File: config.mk
export PLATFORM = sky130hd
export DESIGN_NAME = food_placer
export DESIGN_NICKNAME = d
export VERILOG_FILES = /design/src/rtl/food_placer.sv
export SDC_FILE = /design/constraint.sdc
export NUM_CORES = 1
export LEC_CHECK = 0
export ABC_CLOCK_PERIOD_IN_PS = 4600
export BUFFER_PORTS_ARGS = -buffer_cell sky130_fd_sc_hd__buf_2
export CORE_MARGIN = 5
export CORE_UTILIZATION = 40
export DETAILED_ROUTE_END_ITERATION = 10
export HOLD_SLACK_MARGIN = 0.08
export PLACE_DENSITY_LB_ADDON = 0.15
export SLEW_MARGIN = 20
export SYNTH_ARGS = -nofsm -noshare
export SYNTH_HDL_FRONTEND = slang
export SYNTH_SLANG_ARGS = --single-unit
File: constraint.sdc
create_clock -name MasterClock -period 4.6 [get_ports MasterClock]
set_clock_uncertainty 0.05 [all_clocks]
set_input_delay 1.15 -clock MasterClock [delete_from_list [all_inputs] [get_ports MasterClock]]
set_output_delay 1.15 -clock MasterClock [all_outputs]
set_load 0.005 [all_outputs]
File: src/rtl/food_placer.sv
// Food placement engine: folds random candidates into the grid, checks snake occupancy,
// retries a bounded number of times, then falls back to a linear scan of the grid.
module food_placer #(
  parameter int unsigned GRID_W    = 32,
  parameter int unsigned GRID_H    = 24,
  parameter int unsigned MAX_TRIES = 8,
  localparam int unsigned HW       = $clog2(GRID_W),
  localparam int unsigned VW       = $clog2(GRID_H),
  localparam int unsigned TW       = $clog2(MAX_TRIES + 1),
  localparam int unsigned CW       = $clog2(GRID_W * GRID_H + 1)
) (
  input  logic          MasterClock,
  input  logic          reset,
  input  logic          PlaceReq,
  input  logic [VW-1:0] NextFoodV,
  input  logic [HW-1:0] NextFoodH,
  output logic [VW-1:0] OccQueryV,
  output logic [HW-1:0] OccQueryH,
  output logic          OccQueryValid,
  input  logic          OccBusy,
  output logic [VW-1:0] FoodV,
  output logic [HW-1:0] FoodH,
  output logic          FoodValid,
  output logic          Busy,
  output logic          Placed,
  output logic          GridFull
);

  localparam int unsigned Cells = GRID_W * GRID_H;
  localparam bit WPow2 = ((GRID_W & (GRID_W - 1)) == 0);
  localparam bit HPow2 = ((GRID_H & (GRID_H - 1)) == 0);

  typedef enum logic [2:0] {StIdle, StRQuery, StRCheck, StSQuery, StSCheck} state_e;

  state_e        state_q, state_d;
  logic [VW-1:0] qv_q, qv_d;
  logic [HW-1:0] qh_q, qh_d;
  logic [TW-1:0] tries_q, tries_d;
  logic [CW-1:0] scanned_q, scanned_d;
  logic [VW-1:0] food_v_q, food_v_d;
  logic [HW-1:0] food_h_q, food_h_d;
  logic          food_valid_q, food_valid_d;
  logic          grid_full_q, grid_full_d;
  logic          placed_q, placed_d;
  logic [VW-1:0] fold_v;
  logic [HW-1:0] fold_h;

  // Candidates are at most one grid span out of range, so one subtraction folds them.
  always_comb begin
    fold_v = NextFoodV;
    fold_h = NextFoodH;
    if (!HPow2 && ({1'b0, NextFoodV} >= (VW + 1)'(GRID_H))) fold_v = NextFoodV - VW'(GRID_H);
    if (!WPow2 && ({1'b0, NextFoodH} >= (HW + 1)'(GRID_W))) fold_h = NextFoodH - HW'(GRID_W);
  end

  always_comb begin
    state_d      = state_q;
    qv_d         = qv_q;
    qh_d         = qh_q;
    tries_d      = tries_q;
    scanned_d    = scanned_q;
    food_v_d     = food_v_q;
    food_h_d     = food_h_q;
    food_valid_d = food_valid_q;
    grid_full_d  = grid_full_q;
    placed_d     = 1'b0;
    unique case (state_q)
      StIdle: begin
        if (PlaceReq) begin
          food_valid_d = 1'b0;
          grid_full_d  = 1'b0;
          tries_d      = '0;
          state_d      = StRQuery;
        end
      end
      StRQuery: begin
        qv_d    = fold_v;
        qh_d    = fold_h;
        tries_d = tries_q + TW'(1);
        state_d = StRCheck;
      end
      StRCheck: begin
        if (!OccBusy) begin
          food_v_d     = qv_q;
          food_h_d     = qh_q;
          food_valid_d = 1'b1;
          placed_d     = 1'b1;
          state_d      = StIdle;
        end else if (tries_q < TW'(MAX_TRIES)) begin
          state_d = StRQuery;
        end else begin
          // The last random cell already counts as one scanned cell.
          scanned_d = CW'(1);
          state_d   = StSQuery;
        end
      end
      StSQuery: begin
        if (qh_q == HW'(GRID_W - 1)) begin
          qh_d = '0;
          qv_d = (qv_q == VW'(GRID_H - 1)) ? '0 : qv_q + VW'(1);
        end else begin
          qh_d = qh_q + HW'(1);
        end
        scanned_d = scanned_q + CW'(1);
        state_d   = StSCheck;
      end
      StSCheck: begin
        if (!OccBusy) begin
          food_v_d     = qv_q;
          food_h_d     = qh_q;
          food_valid_d = 1'b1;
          placed_d     = 1'b1;
          state_d      = StIdle;
        end else if (scanned_q < CW'(Cells)) begin
          state_d = StSQuery;
        end else begin
          grid_full_d  = 1'b1;
          food_valid_d = 1'b0;
          state_d      = StIdle;
        end
      end
      default: state_d = StIdle;
    endcase
  end

  always_ff @(posedge MasterClock or negedge reset) begin
    if (!reset) begin
      state_q      <= StIdle;
      qv_q         <= '0;
      qh_q         <= '0;
      tries_q      <= '0;
      scanned_q    <= '0;
      food_v_q     <= '0;
      food_h_q     <= '0;
      food_valid_q <= 1'b0;
      grid_full_q  <= 1'b0;
      placed_q     <= 1'b0;
    end else begin
      state_q      <= state_d;
      qv_q         <= qv_d;
      qh_q         <= qh_d;
      tries_q      <= tries_d;
      scanned_q    <= scanned_d;
      food_v_q     <= food_v_d;
      food_h_q     <= food_h_d;
      food_valid_q <= food_valid_d;
      grid_full_q  <= grid_full_d;
      placed_q     <= placed_d;
    end
  end

  // The address is presented during the query cycle and held by the register through the check.
  assign OccQueryV     = qv_d;
  assign OccQueryH     = qh_d;
  assign OccQueryValid = (state_q == StRQuery) || (state_q == StSQuery);
  assign Busy          = (state_q != StIdle);
  assign FoodV         = food_v_q;
  assign FoodH         = food_h_q;
  assign FoodValid     = food_valid_q;
  assign Placed        = placed_q;
  assign GridFull      = grid_full_q;

endmodule

==> results summary, run 1 <==
The internal power of the cells is 927.1 uW. The count of nets after finishing came out at 253. The clock latency on the worst-skew pair is 0.30 ns. In the synthesized netlist, the cells that appear most often are sky130_fd_sc_hd__dfrtp_1 (40), sky130_fd_sc_hd__nand2_1 (16), sky130_fd_sc_hd__nor2_1 (15).

The initial cell density of the core is 40.40%. In the global route stage, met1 resource usage came out at 20.93%. Among all cell types in the netlist, the one instantiated most often is sky130_fd_sc_hd__dfrtp_1. The last weighted congestion value of the routability-driven placer came out at 0.8492.

The routed wirelength normalized by instance count is 14.23 um. After synthesis, the cell types taking the most area are sky130_fd_sc_hd__dfrtp_1 (49%), sky130_fd_sc_hd__mux2_1 (5.5%), sky130_fd_sc_hd__ha_1 (3.7%). The worst hold path class is reg2reg.

The number of core rows is 26. The fraction of power spent switching nets came out at 39.99%. The count of antenna-violating nets left after detailed routing is 0.

The clock share of power came out at 15.8%. The number of endpoints with negative hold slack in the final report came to 0. The post-route standard cell area excluding fillers came out at 0.002351 mm^2.

The max-cap check violation count came out at 0. The fill cell total of the finished layout came out at 498. The die covers 0.006619 mm^2. The number of cells on the worst hold path came out at 1. The CTS H-tree depth came out at 2. The flow ran to the end, and the final reports show no timing, DRC or antenna violations. The met2 usage is 22.15%.

STA classifies the critical path endpoint as an output pin. The most congested layer reported by global routing is met2. The worst endpoint required time is 3.40 ns. The via-per-instance ratio is 5.181.

The count of antenna diodes in the layout is 0. The first global-routing pass estimated 7590 um of wire. The CTS tree is built. The number of nets in the synthesized netlist is 216.

The worst-case register-to-register setup slack is 2.28 ns. Setup repair after global routing left no endpoint under its margin. The setup slack after placement is 1.365 ns. The root buffer cell chosen for the clock tree is sky130_fd_sc_hd__clkbuf_8. In this design, the stage delay of the slowest critical-path cell is 0.47 ns. The top fanout value on the critical path is 8. The area of the mapped netlist is 0.002037 mm^2. The number of buffers added by the clock tree synthesis step came out at 5. The number of remaining DRC errors came out at 0.

Entering global routing, the biggest net connects 41 pins. The setup violation total in the final timing report came out at 0. The max-slew violation total from the final report is 0. The number of global-route vias before repair came to 1570. The die width is 81.36 um. The area of placed instances came out at 0.002257 mm^2. The minimum clock period came out at 3.572 ns. The switching power total is 617.9 uW. In the post-route analysis, the smallest setup slack over all paths is 1.028 ns.

The area added between synthesis and finish came out at 15.42%. For the worst setup path, the data arrival time is 2.37 ns. The number of iterations in the first detailed-routing pass came out at 4. The residual overflow from global routing came out at 0. The number of antenna violations at the first check in global routing came to 0.

The first routing iteration left 63 violations. The setup TNS after final layout is 0 ns. The depth of the worst register-to-register path is 3.

In this design, the largest share of critical-path delay is due to simple AND/OR/NAND/NOR gates. The worst hold slack is 0.4356 ns. Dividing total power by cell area gives a power density of 657.2 mW/mm^2. Sequential cells burn 44.1% of the power. In this run the vertical extent of the chip is 81.36 um.

Traced cell by cell, the critical path runs through ha_1 > and3_1 > ha_1 > nand3_1 > nor3b_1 > or4_1 > nand3_1 > buf_2. The classification of the worst setup path is reg2out. The number of hold buffers added after CTS was 0. In the synthesized netlist the dominant register cell turns out to be sky130_fd_sc_hd__dfrtp_1. The mean post-synth cell area is 10.39 um^2. The total of flip-flops plus latches after synthesis came out at 40.

On the critical path, the stage with the largest delay is an instance of sky130_fd_sc_hd__or4_1. The headroom to the max-slew limit came out at 40.56%. The share of the synthesized area in the top cell type is 49.14%. The maximum achievable frequency is 279.9 MHz.

After clock tree synthesis, the clock-pin slew on the worst setup and hold paths is 0.07 ns. The post-synthesis cell count is 196. The start point of the worst min-delay path is FoodH[2]$_DFFE_PN0P_. The worst-case clock buffer depth is 2. The sink count of the clock tree came out at 40. The via count came out at 1575. The number of enable-type register cells in the synthesized netlist is 0. Gates resized during post-CTS repair numbered 0. The fraction of layout cells with a size suffix above 1 came out at 23.08%.

The final critical-path share of the clock period is 77.66%. The fraction of registers with async set or reset after synthesis is 100.0%. The global-route usage over all layers came out at 15.12%. The worst hold path terminates at FoodH[2]$_DFFE_PN0P_.

The number of buffers and inverters on the critical path came out at 1. The total detailed-routing wirelength is 4327 um. Across the VDD grid, the largest voltage drop is 0.0002977 V. The slew at the pin closest to its max-slew limit came out at 0.8916 ns. STA classifies the critical path startpoint as a register. The floorplan step defined a core boundary enclosing 0.005042 mm^2. The number of warnings issued by yosys came out at 0. The worst register-to-register path begins at state_q[1]$_DFFE_PN0N_. The analysis attributes to cell leakage a power of 0.001092 uW. The share of synthesized area occupied by flip-flops and latches is 49.14%. Combinational logic is responsible for 40.1% of the overall power. The global-route track usage on met3 is 3.880%. The cell type contributing the most total cell area after synthesis is sky130_fd_sc_hd__dfrtp_1. Port buffering added 38 buffers.

The netlist uses 49 different library cells. The wire-length estimate of the detail-placed layout is 3052 um. The number of I/O pins came out at 39. The endpoint identified for the worst register-to-register timing path is FoodH[4]$_DFFE_PN0P_. The number of buffers added for setup after CTS is 0.
## sequential cells by signal, summed over array words and instances (netlist names)
name and count:
Placed 1, FoodV 5, qv_q 5, state_q 3, scanned_q 10, FoodH 5
FoodValid 1, tries_q 4, GridFull 1, qh_q 5
## worst max-delay path by stage
stage                        end                    from  cells after the start  slack, ns
CTS                 OccQueryV[0]       qh_q[0]$_DFF_PN0_                      8       1.03
floorplan           OccQueryV[0]       qh_q[0]$_DFF_PN0_                      8       1.55
finish              OccQueryV[0]       qh_q[0]$_DFF_PN0_                      8       1.03
global route        OccQueryH[2]  state_q[0]$_DFFE_PN0N_                      6       0.77
global placement    OccQueryV[0]       qh_q[0]$_DFF_PN0_                      8       1.40
detailed placement  OccQueryV[0]       qh_q[0]$_DFF_PN0_                      8       1.37
## metrics by stage
step	instances	util [%]	total power, uW
final	304	46.63	1545
after global routing	304	46.63	1697
after CTS	304	46.63	1566
after detailed placement	296	44.76	1314
after global placement	296	44.76	1314
after floorplan	196	-	1081
## placed cells by master, fill, tap and decap left out, drive strengths merged, types with 4 or more instances in the layout
cell	instances
mux2	11
dfrtp	40
nor2	15
a21oi	9
o21ai	13
nor3	8
buf	38
nand3	7
nand3b	4
nand4	4
o22ai	4
inv	12
nand2	16
ha	6
xnor2	4
clkbuf	7
## cells by family after synthesis
kind of cell	Yosys count	share of synthesized area (%)
buffers and inverters	20	5.036
adder cells (fa/ha/maj)	6	3.685
multiplexers	12	6.573
flip-flops	40	49.14
XOR/XNOR	6	2.580
AND/OR/NAND/NOR	67	18.74
AO/OA/AOI/OAI	45	14.25
## area by class of cell
| class | count | area, um^2 | share of cell area [%] |
|---|---|---|---|
| clock inverters | 1 | 7.507 | 0.3193 |
| flip-flops and latches | 40 | 1001 | 42.58 |
| clock buffers | 7 | 86.33 | 3.672 |
| inverters | 12 | 45.04 | 1.916 |
| multi-input cells | 136 | 933.4 | 39.70 |
| repair buffers | 38 | 190.2 | 8.089 |
| well taps | 70 | 87.58 | 3.725 |
## routing by layer
layer / vias up / routed length [um] / part of all wire, %
met5: - / 0 / 0
met4: 0 / 78 / 1.8
met3: 7 / 267 / 6.2
met2: 34 / 1833 / 42
met1: 750 / 2147 / 50
li1: 784 / - / -
## power by group through the flow
stage               Combinational, uW  Clock (uW)  Sequential [uW]
finish                            620         244              682
global route                      713         271              714
CTS                               631         255              680
detailed placement                629           0              685
global placement                  626           0              688
floorplan                         453           0              628
Note: power is estimated with default switching activity, not from simulation.
==> run 2, diff against run 1 <==
ABC_CLOCK_PERIOD_IN_PS = 3620   (was 4600)
clock period = 3.62 ns   (was 4.6 ns; I/O delays follow)
==> results summary, run 2 (synthesis gave the netlist of run 1 again) <==
The max-slew violation total from the final report is 0 (unchanged). The global-route usage over all layers came out at 14.49% (-0.63 points). Setup repair after global routing left no endpoint under its margin. The worst setup path is captured at an output pin.

The minimum clock period is 3.326 ns. The vertical extent of the die came out at 81.36 um (unchanged). The library cell used most frequently in the layout, excluding fill and tap cells, is sky130_fd_sc_hd__dfrtp_1. The placed wire-length estimate is 3066 um (+0.48%). scanned_q holds more flip-flops than any other register. The slew at the pin closest to its max-slew limit came out at 0.8886 ns (-0.002939 ns). The worst endpoint required time was 2.66 ns (-0.74 ns).

The full die area is 0.006619 mm^2 (unchanged). The max-cap check violation count is 0 (unchanged). The headroom to the max-slew limit is 40.76% (+0.20 points). The number of antenna violations at the first check in global routing came out at 0 (unchanged).

The last weighted congestion value of the routability-driven placer is 0.8680 (+2.2%). The number of buffers added by the clock tree synthesis step was 5 (unchanged). The top fanout value on the critical path is 8 (unchanged).

The depth of the worst register-to-register path is 3 (unchanged). The filler-free cell count of the finished design came out at 305 (+0.33%). The post-placement cell count came out at 297 (+0.34%). The total power divided by cell area came to 861.2 mW/mm^2 (+31%). In the layout the commonest cells are sky130_fd_sc_hd__dfrtp_1 (40), sky130_fd_sc_hd__buf_2 (38), sky130_fd_sc_hd__nand2_1 (16). The number of iterations in the first detailed-routing pass is 4 (unchanged). The via count came out at 1550 (-1.6%).

The worst-case register-to-register setup slack came out at 1.33 ns (-0.95 ns). The count of antenna-violating nets left after detailed routing is 0 (unchanged). The wire length of the first global-routing pass is 7258 um (-4.4%). Dividing the final minimum period by the clock period gives 91.87%. The leakage power came out at 0.001113 uW (+2.0%). The count of routing violations after the opening detailed-route iteration is 59 (-6.3%).

The worst path arrival time came out at 2.37 ns (about the same). The fraction of layout cells with a size suffix above 1 came out at 23.83% (+0.75 points). TritonCTS built the clock tree. The critical path launch point type is a register.

The count of nets after finishing is 254 (+0.40%). The worst-case clock buffer depth came out at 2 (unchanged). The total detailed-routing wirelength is 4342 um (+0.35%). The worst hold path class is reg2reg. The via-per-instance ratio came to 5.082 (-1.9%). The residual overflow from global routing was 0 (unchanged). The die width came out at 81.36 um (unchanged). The number of core rows came out at 26 (unchanged).

The cell at the root of the clock tree is sky130_fd_sc_hd__clkbuf_8. The count of antenna diodes in the layout came out at 0 (unchanged). Based on the critical path, the design can be clocked at up to 300.7 MHz. The area added between synthesis and finish is 17.14%.

The CTS H-tree depth is 2 (unchanged). The number of global-route vias before repair was 1455 (-7.3%). The highest ir drop seen on vdd is 0.0003903 V (+31%). The run finished with clean final reports. The initial cell density of the core is 40.40% (unchanged). The number of endpoints with negative hold slack in the final report came to 0 (unchanged). The post-CTS resize count is 0 (unchanged). The pin count of the biggest net entering global routing is 41 (unchanged). The core area came out at 0.005042 mm^2 (unchanged). The number of I/O pins came out at 39 (unchanged). The worst setup path is of the reg2out kind. The sink count of the clock tree is 40 (unchanged). The post-CTS clock slew at the launch and capture registers of the worst setup and hold paths is 0.08 ns (about the same).

The clock latency on the worst-skew pair came out at 0.30 ns (about the same). The number of remaining DRC errors came out at 0 (unchanged). The number of flip-flops in the largest register is 10 (unchanged). The count of hold-fix buffers inserted at cts is 0 (unchanged).

The number of input and output port buffers inserted is 38 (unchanged). The routed wirelength normalized by instance count is 14.24 um (about the same). The number of cells on the worst hold path is 1 (unchanged). The number of buffers added for setup after CTS came out at 0 (unchanged). The setup violation total in the final timing report came out at 0 (unchanged). The overall power after layout is 2055 uW (+33%).

The setup TNS after final layout is 0 ns (unchanged).
-- run 2: cell types whose count changed in the layout (fill, tap and decap cells not counted) --
| cell | change |
|---|---|
| sky130_fd_sc_hd__bufinv_16 | +1 |
| sky130_fd_sc_hd__buf_4 | +1 |
| sky130_fd_sc_hd__clkinvlp_4 | -1 |
| sky130_fd_sc_hd__clkinv_4 | +1 |
| sky130_fd_sc_hd__clkbuf_1 | -1 |
-- run 2: stage by stage --
| step | area [um^2] | hold slack [ns] | util, % | setup slack [ns] |
|---|---|---|---|---|
| 6_report | 2386 | 0.4328 | 47.32 | 0.2944 |
| 3_5_place_dp | 2265 | 0.4191 | 44.91 | 0.6136 |
| 5_1_grt | 2386 | 0.4516 | 47.32 | 0.1362 |
| 2_1_floorplan | 2037 | 0.3953 | - | 0.8109 |
| 4_1_cts | 2386 | 0.4345 | 47.32 | 0.2881 |
| 3_3_place_gp | 2265 | 0.4171 | 44.91 | 0.6633 |
-- run 2: worst paths after layout --
check | from | endpoint
setup reg to reg | state_q[1]$_DFFE_PN0N_ | FoodH[1]$_DFFE_PN0P_
hold / removal | scanned_q[4]$_DFFE_PN0P_ | scanned_q[4]$_DFFE_PN0P_
max in group asynchronous | reset | FoodV[3]$_DFFE_PN0P_
setup / recovery | qh_q[0]$_DFF_PN0_ | OccQueryV[0]
min in group asynchronous | reset | FoodV[1]$_DFFE_PN0P_
hold reg to reg | scanned_q[4]$_DFFE_PN0P_ | scanned_q[4]$_DFFE_PN0P_
-- run 2: critical path: stages, from the launching register on --
cell and delay, ns:
sky130_fd_sc_hd__dfrtp_1 0.42, sky130_fd_sc_hd__ha_1 0.24, sky130_fd_sc_hd__and3_1 0.21, sky130_fd_sc_hd__ha_1 0.27
sky130_fd_sc_hd__nand3_1 0.16, sky130_fd_sc_hd__nor3b_1 0.09, sky130_fd_sc_hd__or4_1 0.47, sky130_fd_sc_hd__nand3_1 0.11
sky130_fd_sc_hd__buf_2 0.12
-- run 2: area by class of cell --
cell class              count  area (um^2)
clock inverters             2        38.79
clock buffers               6        82.58
inverters                  12        45.04
multi-input cells         136        933.4
flip-flops and latches     40         1001
repair buffers             39        197.7
fillers                   497         2656
well taps                  70        87.58
-- run 2: layer usage --
layer | track usage, % | wire (um)
met1 | 21.02 | 2208
met2 | 20.77 | 1788
met3 | 3.991 | 301
met4 | 4.561 | 44
met5 | 0 | 0
-- run 2: report_power, final --
group / internal, uW / switching, uW / total, uW
registers: 647 / 217 / 864
logic: 384 / 417 / 801
clock network: 226 / 164 / 390
total: 1260 / 798 / 2050
==> run 3, diff against run 2 <==
BUFFER_PORTS_ARGS = not set   (was -buffer_cell sky130_fd_sc_hd__buf_2)
DONT_BUFFER_PORTS = 1   (was not set)
==> results summary, run 3 (synthesis gave the netlist of run 1 again) <==
The max-slew violation total from the final report came out at 0 (unchanged). The count of antenna diodes in the layout came out at 0 (unchanged). The core area is 0.005042 mm^2 (unchanged). The fraction of layout cells with a size suffix above 1 came out at 8.163% (-16 points). The slew at the pin closest to its max-slew limit is 0.7242 ns (-0.1644 ns).

The clock latency on the worst-skew pair came out at 0.28 ns (-0.02 ns). The worst endpoint required time was 2.66 ns (about the same). The worst path arrival time came to 2.29 ns (-0.08 ns). The setup slack after placement came out at 0.6934 ns (+0.07978 ns).

The global-route track usage on met3 is 5.765% (+1.8 points). TritonCTS built the clock tree. The via-per-instance ratio came out at 5.455 (+7.3%). The setup violation total in the final timing report came out at 0 (unchanged). The headroom to the max-slew limit is 51.71% (+11 points). The wire length of the first global-routing pass came out at 7203 um (-0.76%). The full die area came out at 0.006619 mm^2 (unchanged).

The highest ir drop seen on vdd came out at 0.0003352 V (-14%). The die width came out at 81.36 um (unchanged). The minimum clock period is 3.243 ns (-0.08245 ns). The leakage power came out at 0.0009456 uW (-15%). The maximum achievable frequency is 308.3 MHz (+2.5%). The count of antenna-violating nets left after detailed routing is 0 (unchanged). The total detailed-routing wirelength came to 4256 um (-2.0%). The max-cap check violation count came to 0 (unchanged). The setup TNS after final layout came out at 0 ns (unchanged). The count of hold-fix buffers inserted at cts was 0 (unchanged).

The area occupied by multi-input gates came out at 933.4 um^2 (unchanged). The sink count of the clock tree is 40 (unchanged). The worst hold slack came out at 0.2591 ns (-0.1736 ns).

The worst setup slack after layout is 0.3768 ns (+0.08245 ns). The area of placed instances is 0.002067 mm^2 (-8.7%). The number of buffers added for setup after CTS came out at 0 (unchanged). The area added between synthesis and finish came out at 6.757%. The top fanout value on the critical path is 8 (unchanged). The final critical-path share of the clock period came out at 89.59% (-2.3 points). The fill cell total of the finished layout is 508 (+2.2%).

The worst-case clock buffer depth came out at 2 (unchanged). The count of routing violations after the opening detailed-route iteration is 73 (+24%). The met1 usage is 16.78% (-4.2 points). The placed wire-length estimate is 3103 um (+1.2%).

The number of input and output port buffers inserted was 0 (-100%). The post-CTS clock slew at the launch and capture registers of the worst setup and hold paths is 0.08 ns (about the same). Leaving out fill and tap cells, the most frequent cell in the layout is sky130_fd_sc_hd__dfrtp_1. The flow ran to the end, and the final reports show no timing, DRC or antenna violations.

The number of core rows is 26 (unchanged). The top cell types in the final layout, fill and taps aside, are sky130_fd_sc_hd__dfrtp_1 (40), sky130_fd_sc_hd__nand2_1 (16), sky130_fd_sc_hd__nor2_1 (15). The global-route usage over all layers came out at 14.05% (-0.44 points).

The number of endpoints with negative hold slack in the final report came to 0 (unchanged). The endpoint kind of the worst setup timing path is an output pin. The total power divided by cell area came out at 853.8 mW/mm^2 (-0.85%). The cell at the root of the clock tree is sky130_fd_sc_hd__clkbuf_8. The last weighted congestion value of the routability-driven placer is 0.7959 (-8.3%). The number of buffers added by the clock tree synthesis step came to 5 (unchanged). The residual overflow from global routing was 0 (unchanged). scanned_q holds more flip-flops than any other register. The count of nets after finishing came out at 215 (-15%). The layer flagged by global routing as most heavily used is met2. The initial cell density of the core is 40.40% (unchanged). The number of flip-flops in the largest register came out at 10 (unchanged).

Setup repair after global routing left no endpoint under its margin. The number of I/O pins came to 39 (unchanged). The number of global-route vias before repair came out at 1457 (+0.14%). The worst hold path class is in2async.

The CTS H-tree depth is 2 (unchanged). The number of iterations in the first detailed-routing pass was 4 (unchanged). The number of remaining DRC errors is 0 (unchanged). The combined flip-flop and latch cell area was 0.001001 mm^2 (unchanged). The overall power after layout came out at 1857 uW (-9.6%). The number of antenna violations at the first check in global routing came to 0 (unchanged). The post-CTS resize count came out at 0 (unchanged). The post-route standard cell area excluding fillers came out at 0.002175 mm^2 (-8.9%).

The critical path launch point type is a register. The routed wirelength normalized by instance count came out at 16.00 um (+12%). The vertical extent of the die is 81.36 um (unchanged). The pin count of the biggest net entering global routing came to 41 (unchanged).

The worst setup path is of the reg2out kind. The met2 usage was 23.37% (+2.6 points). The via count was 1451 (-6.4%).
## run 3: cell count changes in the layout (fill, tap and decap cells not counted)
cell                       delta
sky130_fd_sc_hd__clkbuf_1     +1
sky130_fd_sc_hd__clkinv_2     +1
sky130_fd_sc_hd__buf_4        -1
sky130_fd_sc_hd__buf_2       -38
sky130_fd_sc_hd__clkbuf_8     -1
sky130_fd_sc_hd__clkinv_4     -1
## run 3: area by class of cell
cell class | count | area share [%]
inverters | 12 | 2.071
flip-flops and latches | 40 | 46.03
clock inverters | 2 | 1.611
well taps | 70 | 4.028
clock buffers | 6 | 3.337
multi-input cells | 136 | 42.92
## run 3: power breakdown
part | internal (uW) | leakage [uW] | switching [uW]
combinational | 267 | 0.000405 | 348
sequential | 649 | 0.000486 | 239
clock | 205 | 0.0000552 | 150
total | 1120 | 0.000946 | 737
## run 3: per-stage QoR
stage          instances  util (%)
2_1_floorplan        196         -
3_3_place_gp         258     40.99
3_5_place_dp         258     40.99
4_1_cts              266     43.13
5_1_grt              266     43.13
6_report             266     43.13
## run 3: routing by layer
metal | share of wire (%) | vias to the layer above
met1 | 44 | 712
met3 | 9.5 | 2
met2 | 46 | 38
li1 | - | 699
met5 | 0 | -
met4 | 0.47 | 0
## run 3: critical path, cell delays in order (launching register included)
cell and delay (ns):
sky130_fd_sc_hd__dfrtp_1 0.42, sky130_fd_sc_hd__ha_1 0.24, sky130_fd_sc_hd__and3_1 0.21, sky130_fd_sc_hd__ha_1 0.27, sky130_fd_sc_hd__nand3_1 0.16, sky130_fd_sc_hd__nor3b_1 0.08, sky130_fd_sc_hd__or4_1 0.48, sky130_fd_sc_hd__nand3_1 0.15
## run 3: path summary, 6_finish.rpt
| kind | start | endpoint | slack [ns] | cells after the start |
|---|---|---|---|---|
| min in group MasterClock | scanned_q[4]$_DFFE_PN0P_ | scanned_q[4]$_DFFE_PN0P_ | 0.44 | 1 |
| max reg2reg | state_q[1]$_DFFE_PN0N_ | FoodV[3]$_DFFE_PN0P_ | 1.34 | 3 |
| max | qh_q[0]$_DFF_PN0_ | OccQueryV[0] | 0.38 | 7 |
| max in group asynchronous | reset | FoodV[2]$_DFFE_PN0P_ | 3.16 | 0 |
| min | reset | qv_q[1]$_DFF_PN0_ | 0.26 | 0 |
| min reg2reg | scanned_q[4]$_DFFE_PN0P_ | scanned_q[4]$_DFFE_PN0P_ | 0.44 | 1 |
